### config.mk
export PLATFORM = sky130hd
export DESIGN_NAME = apb_slave_regfile
export DESIGN_NICKNAME = d
export VERILOG_FILES = /design/src/rtl/apb_pkg.sv /design/src/rtl/apb_slave_regfile.sv
export SDC_FILE = /design/constraint.sdc
export NUM_CORES = 1
export LEC_CHECK = 0
export CAP_MARGIN = 20
export CORE_UTILIZATION = 40
export CTS_BUF_LIST = sky130_fd_sc_hd__clkbuf_2
export DETAILED_ROUTE_END_ITERATION = 12
export GPL_ROUTABILITY_DRIVEN = 0
export SYNTH_ARGS = -nofsm -noshare
export SYNTH_HDL_FRONTEND = slang
export SYNTH_SLANG_ARGS = --single-unit
### constraint.sdc
create_clock -name pclk -period 7.4 [get_ports pclk]
set_input_delay 1.11 -clock pclk [delete_from_list [all_inputs] [get_ports pclk]]
set_output_delay 1.11 -clock pclk [all_outputs]
set_load 0.005 [all_outputs]
### src/rtl/apb_pkg.sv
// Shared types and constants for the APB slave register file.
package apb_pkg;

    typedef enum logic [1:0] {
        ST_IDLE  = 2'd0,
        ST_WAIT  = 2'd1,
        ST_READY = 2'd2
    } state_t;

    localparam logic [15:0] ID_VALUE  = 16'hA5B0;
    localparam int          DEF_WIDTH = 16;

endpackage

### src/rtl/apb_slave_regfile.sv
// APB slave with a small register file, register 0 a read-only ID, optional wait states.
// Optional APB_SLV_PSLVERR_EN adds a registered pslverr output for invalid accesses.
module apb_slave_regfile
    import apb_pkg::*;
#(
    parameter int WIDTH       = DEF_WIDTH,
    parameter int NUM_REGS    = 8,
    parameter int WAIT_STATES = 0
) (
    input  logic             pclk,
    input  logic             preset,
    input  logic             pselect,
    input  logic             penable,
    input  logic             pwrite,
    input  logic [WIDTH-1:0] paddr,
    input  logic [WIDTH-1:0] pwdata,
    output logic             pready,
    output logic [WIDTH-1:0] prdata
`ifdef APB_SLV_PSLVERR_EN
    ,
    output logic             pslverr
`endif
);

    localparam int IDXW = (NUM_REGS > 1) ? $clog2(NUM_REGS) : 1;

    state_t           state;
    logic [3:0]       cnt;
    logic             wr_q;
    logic             valid_q;
    logic [IDXW-1:0]  idx_q;
    logic [WIDTH-1:0] wdata_q;
    logic [WIDTH-1:0] regs [1:NUM_REGS-1];

    logic             setup, access, enter_ready, hold_ready;
    logic             cur_wr, cur_valid;
    logic [IDXW-1:0]  cur_idx;
    logic [WIDTH-1:0] rd_data;

    // In IDLE the transfer is decoded straight from the bus so a zero-wait
    // read can load prdata on the setup edge; afterwards the latched copy is used.
    always_comb begin
        setup       = pselect && !penable;
        access      = pselect && penable;
        cur_wr      = (state == ST_IDLE) ? pwrite : wr_q;
        cur_valid   = (state == ST_IDLE) ? (paddr < WIDTH'(NUM_REGS)) : valid_q;
        cur_idx     = (state == ST_IDLE) ? paddr[IDXW-1:0] : idx_q;
        enter_ready = (state == ST_IDLE && setup && WAIT_STATES == 0) ||
                      (state == ST_WAIT && access && cnt == 4'd1);
        hold_ready  = (state == ST_READY) && setup;
        rd_data     = '0;
        if (!cur_wr && cur_valid) begin
            if (cur_idx == '0)
                rd_data = WIDTH'(ID_VALUE);
            for (int i = 1; i < NUM_REGS; i++)
                if (cur_idx == IDXW'(i))
                    rd_data = regs[i];
        end
    end

    always_ff @(posedge pclk or posedge preset) begin
        if (preset) begin
            state   <= ST_IDLE;
            cnt     <= '0;
            pready  <= 1'b0;
            prdata  <= '0;
            wr_q    <= 1'b0;
            valid_q <= 1'b0;
            idx_q   <= '0;
            wdata_q <= '0;
            for (int i = 1; i < NUM_REGS; i++)
                regs[i] <= '0;
        end else begin
            case (state)
                ST_IDLE: begin
                    if (setup) begin
                        wr_q    <= pwrite;
                        valid_q <= cur_valid;
                        idx_q   <= paddr[IDXW-1:0];
                        wdata_q <= pwdata;
                        cnt     <= 4'(WAIT_STATES);
                        state   <= (WAIT_STATES == 0) ? ST_READY : ST_WAIT;
                    end
                end
                ST_WAIT: begin
                    if (!pselect) begin
                        state <= ST_IDLE;
                    end else if (penable) begin
                        cnt <= cnt - 4'd1;
                        if (cnt == 4'd1)
                            state <= ST_READY;
                    end
                end
                ST_READY: begin
                    if (!pselect) begin
                        state <= ST_IDLE;
                    end else if (penable) begin
                        if (wr_q && valid_q)
                            for (int i = 1; i < NUM_REGS; i++)
                                if (idx_q == IDXW'(i))
                                    regs[i] <= wdata_q;
                        state <= ST_IDLE;
                    end
                end
                default: state <= ST_IDLE;
            endcase
            pready <= enter_ready || hold_ready;
            prdata <= enter_ready ? rd_data : (hold_ready ? prdata : '0);
        end
    end

`ifdef APB_SLV_PSLVERR_EN
    logic cur_err;

    assign cur_err = !cur_valid || (cur_wr && cur_idx == '0);

    always_ff @(posedge pclk or posedge preset) begin
        if (preset)
            pslverr <= 1'b0;
        else
            pslverr <= enter_ready ? cur_err : (hold_ready ? pslverr : 1'b0);
    end
`endif

endmodule

# --- Yosys cells after proc, flatten, opt, wreduce, memory -nomap -nowiden ---
# Cells that the tools add are included.
word_totals:
  in_bits: 37
  output_inout_bits: 17
  word_cells: 91
  regBits: 156
op_classes:
  eq_ne: 24
  n_reduce_logical: 25
  mux: 25
  n_addsub: 1
  magnitude_cmp: 1
op_table:
  columns: ["op", "n"]
  rows:
  - ["2-to-1 mux 16 bit", 11]
  - ["AND reduction 5 bit", 7]
  - ["== test 3 bit, second input constant", 8]
  - ["< comparator 16 x 4 -> 1 bit, second input constant", 1]
  - ["== test 3 x 2 -> 1 bit, second input constant", 4]
  - ["2-to-1 mux 2 bit", 6]
  - ["2-to-1 mux 4 bit", 3]
  - ["logical AND 1 bit", 8]
  - ["inequality test 2 bit, second input constant", 4]
  - ["case mux 4 bit (2 select lines)", 1]
  - ["AND reduction 4 bit", 2]
  - ["== test 3 x 1 -> 1 bit, second input constant", 2]
  - ["inequality test 3 bit, second input constant", 2]
  - ["case mux 2 bit (3 select lines)", 1]
  - ["== test 4 x 1 -> 1 bit, second input constant", 1]
  - ["subtractor 4 x 1 -> 4 bit, second input constant", 1]
  - ["zero test 3 bit", 1]
  - ["2-to-1 mux 3 bit", 1]
  - ["inequality test 3 x 2 -> 1 bit, second input constant", 1]
  - ["== test 2 x 1 -> 1 bit, second input constant", 1]
  - ["== test 2 bit, second input constant", 1]
  - ["zero test 1 bit", 2]
  - ["zero test 2 bit", 1]
  - ["logical OR 1 bit", 2]
  - ["3 further kinds", 4]

# --- Longest topological paths before layout ---
depth:
  depth_word: 13
  mapped_depth: 8
  depth_no_buf: 7

# --- Worst setup path after synthesis ---
# Ideal clock, no wire load.
synth_timing:
  path_type: "in2reg"
  from: "in pselect"
  to: "reg prdata[11]"
  arrival_ns: 2.680
  n_path_buf: 1
  required_ns: 7.333
  setup_slack_ns: 4.652
  cell_stages: 8
  cell_sequence: "nor2b_1 -> ha_1 -> inv_1 -> a211o_1 -> a211oi_2 -> buf_4 -> o221a_2 -> a32o_1"
synth_between:
  elab_chain_len: 5
synth_lines:
  columns: ["item", "line", "text"]
  rows:
  - ["start: declaration", "apb_slave_regfile.sv:12", "input logic pselect,"]
  - ["logical AND 1 bit", "apb_slave_regfile.sv:44", "access = pselect && penable;"]
  - ["logical AND 1 bit (2 in series)", "apb_slave_regfile.sv:49", "(state == ST_WAIT && access && cnt == 4'd1);"]
  - ["logical OR 1 bit (*)", "apb_slave_regfile.sv:48", "enter_ready = (state == ST_IDLE && setup && WAIT_STATES == 0) ||"]
  - ["via enter_ready", "apb_slave_regfile.sv:35", "logic setup, access, enter_ready, hold_ready;"]
  - ["inequality test 2 bit (no line) or 2-to-1 mux 16 bit (tied branches)", null, null]
  - ["end signal: assignment", "apb_slave_regfile.sv:108", "prdata <= enter_ready ? rd_data : (hold_ready ? prdata : '0);"]
  - ["end: declaration", "apb_slave_regfile.sv:18", "output logic [WIDTH-1:0] prdata"]
# The timed path passes the listed nets; every way through them passes the cells marked *.
# A chain may end at the register's enable or synchronous reset.

# --- Worst setup path in the final report ---
layout_timing:
  from: "in pselect"
  to: "reg prdata[3]"
# Same word-level chain as after synthesis.

==> key figures <==
Global route
  – First-pass GRT wire length: 26500 um
  – Global routing's busiest layer: met2
  – Congestion Overflow GR: 0
  – Met3 Use GR: 3.50%
  – Met1 Use GR: 26.9%
  – Total GRT Usage: 19.9%
  – Grt met2 use: 32.1%
  – Initial antenna violation count: 1
  – Vias in the first global route: 4681
  – Pin count of the biggest net entering global routing: 83

Final layout
  – Layout area overhead: 14.3%
  – Nets@finish: 609
  – Multi-input logic area: 2930 sq um
  – Number of fill cells: 1533
  – Finished Cell Area: 7880 sq um
  – FF/Latch Area: 3780 sq um
  – Fraction of layout cells with a size suffix above 1: 29.2%
  – Non-filler cells, final: 803

CTS
  – Clock Tree Root: clkbuf_2
  – # Post-CTS Setup Buffers: 0
  – CTS buffer count: 17
  – CTS tree: built
  – CTS Sinks: 151
  – Clock tree buffer depth: 2
  – PostCTS Resize Cnt: 0
  – CTS Hold Buffers Added: 0
  – Reg clk slew, reported paths: 0.20 ns
  – H-tree depth: 4
  – Worst-Skew Late Latency: 0.76 ns

Yosys
  – Most frequent cell after synthesis: dfrtp_1
  – Gate Count Post-Synth: 515
  – Post-Syn Area: 6900 sq um
  – Post-synthesis sequential area ratio: 54.8%
  – Synthesized area per cell: 13.4 sq um
  – Synth Flop Type: dfrtp_1
  – Async S/R FF share, synth: 100%
  – Largest cells by area after synthesis: dfrtp_1, mux2_2, mux2_1
  – Seq cells post-synth: 151
  – Post-synth EDFFs: 0
  – Post-Syn Nets: 555
  – Area fraction of the dominant cell type after synthesis: 54.8%
  – Distinct cell type count after synthesis: 53
  – Yosys warns: 0
  – Largest area contributor in the netlist: dfrtp_1
  – Commonest cells post-synth: dfrtp_1, mux2_2, o21ai_0

Detailed routing
  – Routed wire length: 16500 um
  – DRT antenna net count: 0
  – Via-to-Cell Ratio: 5.61
  – Iter 0 DRT Violations: 337
  – Drc violations: 0
  – Vias: 4501
  – Pre-antenna DRT Iters: 5
  – DR WL/cell: 20.5 um

Timing
  – Fin Hold WS: 0.509 ns
  – Skew final: 0.0365 ns
  – Total negative slack: 0 ns
  – Finish-stage setup viols: 0
  – Tmin final: 2.98 ns
  – Number of max-slew violations in the final report: 0
  – Least-Margin Pin Slew: 0.883 ns
  – Final worst setup slack: 4.42 ns
  – Endpoints failing hold: 0
  – Final Cycle Share: 40.2%
  – Slew headroom: 41.1%
  – Achievable Freq: 0.336 GHz
  – RSZ-0062 raised after global routing: false

Worst setup path
  – Crit Reg-Reg Startpoint: state[1]
  – Worst setup EP type: flop
  – CP startpoint kind: primary input
  – Worst-path fanout max: 22
  – CP endpoint: prdata[3]
  – Reg2reg setup slack: 4.49 ns
  – Crit path launch: pselect
  – Setup CP Type: in -> reg
  – Reg2reg end: regs[86]
  – CP required: 8.07 ns
  – R2R cell count: 6
  – Critical Path AT: 3.65 ns

Floorplanning
  – Starting Density: 41.3%
  – Die area: 17800 sq um
  – Die Span Y: 133 um
  – Cell Rows: 47
  – Die width: 133 um
  – Core Region: 16700 sq um
  – Ports: 54

Power
  – Pint: 1.27 mW
  – Static Leak: 3.71 nW
  – Comb pwr share: 28.5%
  – Sequential Power Share: 49.4%
  – Net switching power: 0.805 mW
  – Switch share: 38.8%
  – Worst IR drop on VDD: 0.000138 V
  – Clock power share: 22.1%
  – Pwr dens: 264 nW/um^2

Run status
  – Status: finished, final reports clean

Placement
  – Count of input and output buffers: 53
  – Placement Cell Area: 7610 sq um
  – Placed cells: 769
  – DP Worst Slack: 3.72 ns
  – Dpl hpwl: 10100 um

Worst hold path
  – HP Class: reg -> reg
  – Hold Startpoint: regs[88]

Flow run
  – Max Cap Viol: 0
## stage by stage
step	total power, mW	util (%)
global placement	1.61	45.6
floorplan	1.42	-
CTS	2.09	47.0
finish	2.08	47.2
global route	2.20	47.2
detailed placement	1.63	45.6
## placed cells by master, fill, tap and decap left out, types with 2 or more instances in the layout
cell type	n
mux2_2	94
nor3b_4	2
mux2_1	32
dfrtp_1	151
ha_1	3
a32o_1	15
nand2_2	2
nand4_1	7
a21oi_1	11
bufinv_16	2
clkdlybuf4s50_1	53
clkinv_4	6
mux2i_2	2
clkbuf_2	17
a22oi_1	6
mux2i_1	9
nand2_1	21
inv_1	2
clkinvlp_4	5
o21ai_0	33
and2_1	2
nor4_1	5
o221a_2	8
mux2_4	8
clkinv_1	2
a21o_1	5
nor2b_1	3
a211oi_1	9
buf_4	11
nand3b_4	2
nand2b_1	2
o22ai_1	2
nor2_1	25
## cells by family after synthesis
kind of cell               synth area share (%)
DFF                                        54.8
AOI/OAI and AO/OA                          10.4
xor gates and xnor gates                  0.127
buffers and inverters                      2.96
adders and majority gates                 0.544
and+or+nand+nor                            6.70
muxes                                      24.5
## power groups by stage
stage          clock network, mW  logic [mW]  registers (mW)
2_1_floorplan                  0       0.454           0.966
3_3_place_gp                   0       0.574            1.04
3_5_place_dp                   0       0.583            1.04
4_1_cts                    0.474       0.586            1.03
5_1_grt                    0.508       0.642            1.05
6_report                   0.459       0.592            1.03
## state kept, by name, indices dropped and copies added (netlist names)
name,count
regs,112
prdata,16
wdata_q,16
idx_q,3
pready,1
state,1
valid_q,1
wr_q,1
## metal layers
layer / routed length (um) / vias up
met5: 0 / -
met4: 234 / 0
met3: 515 / 18
met2: 7980 / 98
met1: 7740 / 2356
li1: - / 2029
## how the worst min path moves through the flow
stage	endpoint	slack, ns	depth (start not counted)
after floorplan	regs[84]	0.45	1
after global placement	regs[7]	0.47	1
after detailed placement	regs[88]	0.47	1
after CTS	regs[88]	0.51	1
after global routing	regs[88]	0.55	1
final	regs[88]	0.51	1
## area by class of cell
class / instances / area share [%]
inverters: 3 / 0.206
clock inverters: 15 / 2.00
clock buffers: 17 / 1.08
multi-input cells: 331 / 37.1
well taps: 220 / 3.49
repair buffers: 65 / 8.13
diodes: 1 / 0.0318
flip-flops and latches: 151 / 47.9
## worst max-delay path, cell delays in order
cell and delay [ns]:
clkdlybuf4s50_1 0.47, nor2b_1 0.25, ha_1 0.19, buf_4 0.37
inv_1 0.13, a211o_1 0.30, a211oi_2 0.14, buf_4 0.29
o221a_2 0.23, a32o_1 0.16
Power figures use the tool's default switching activity.
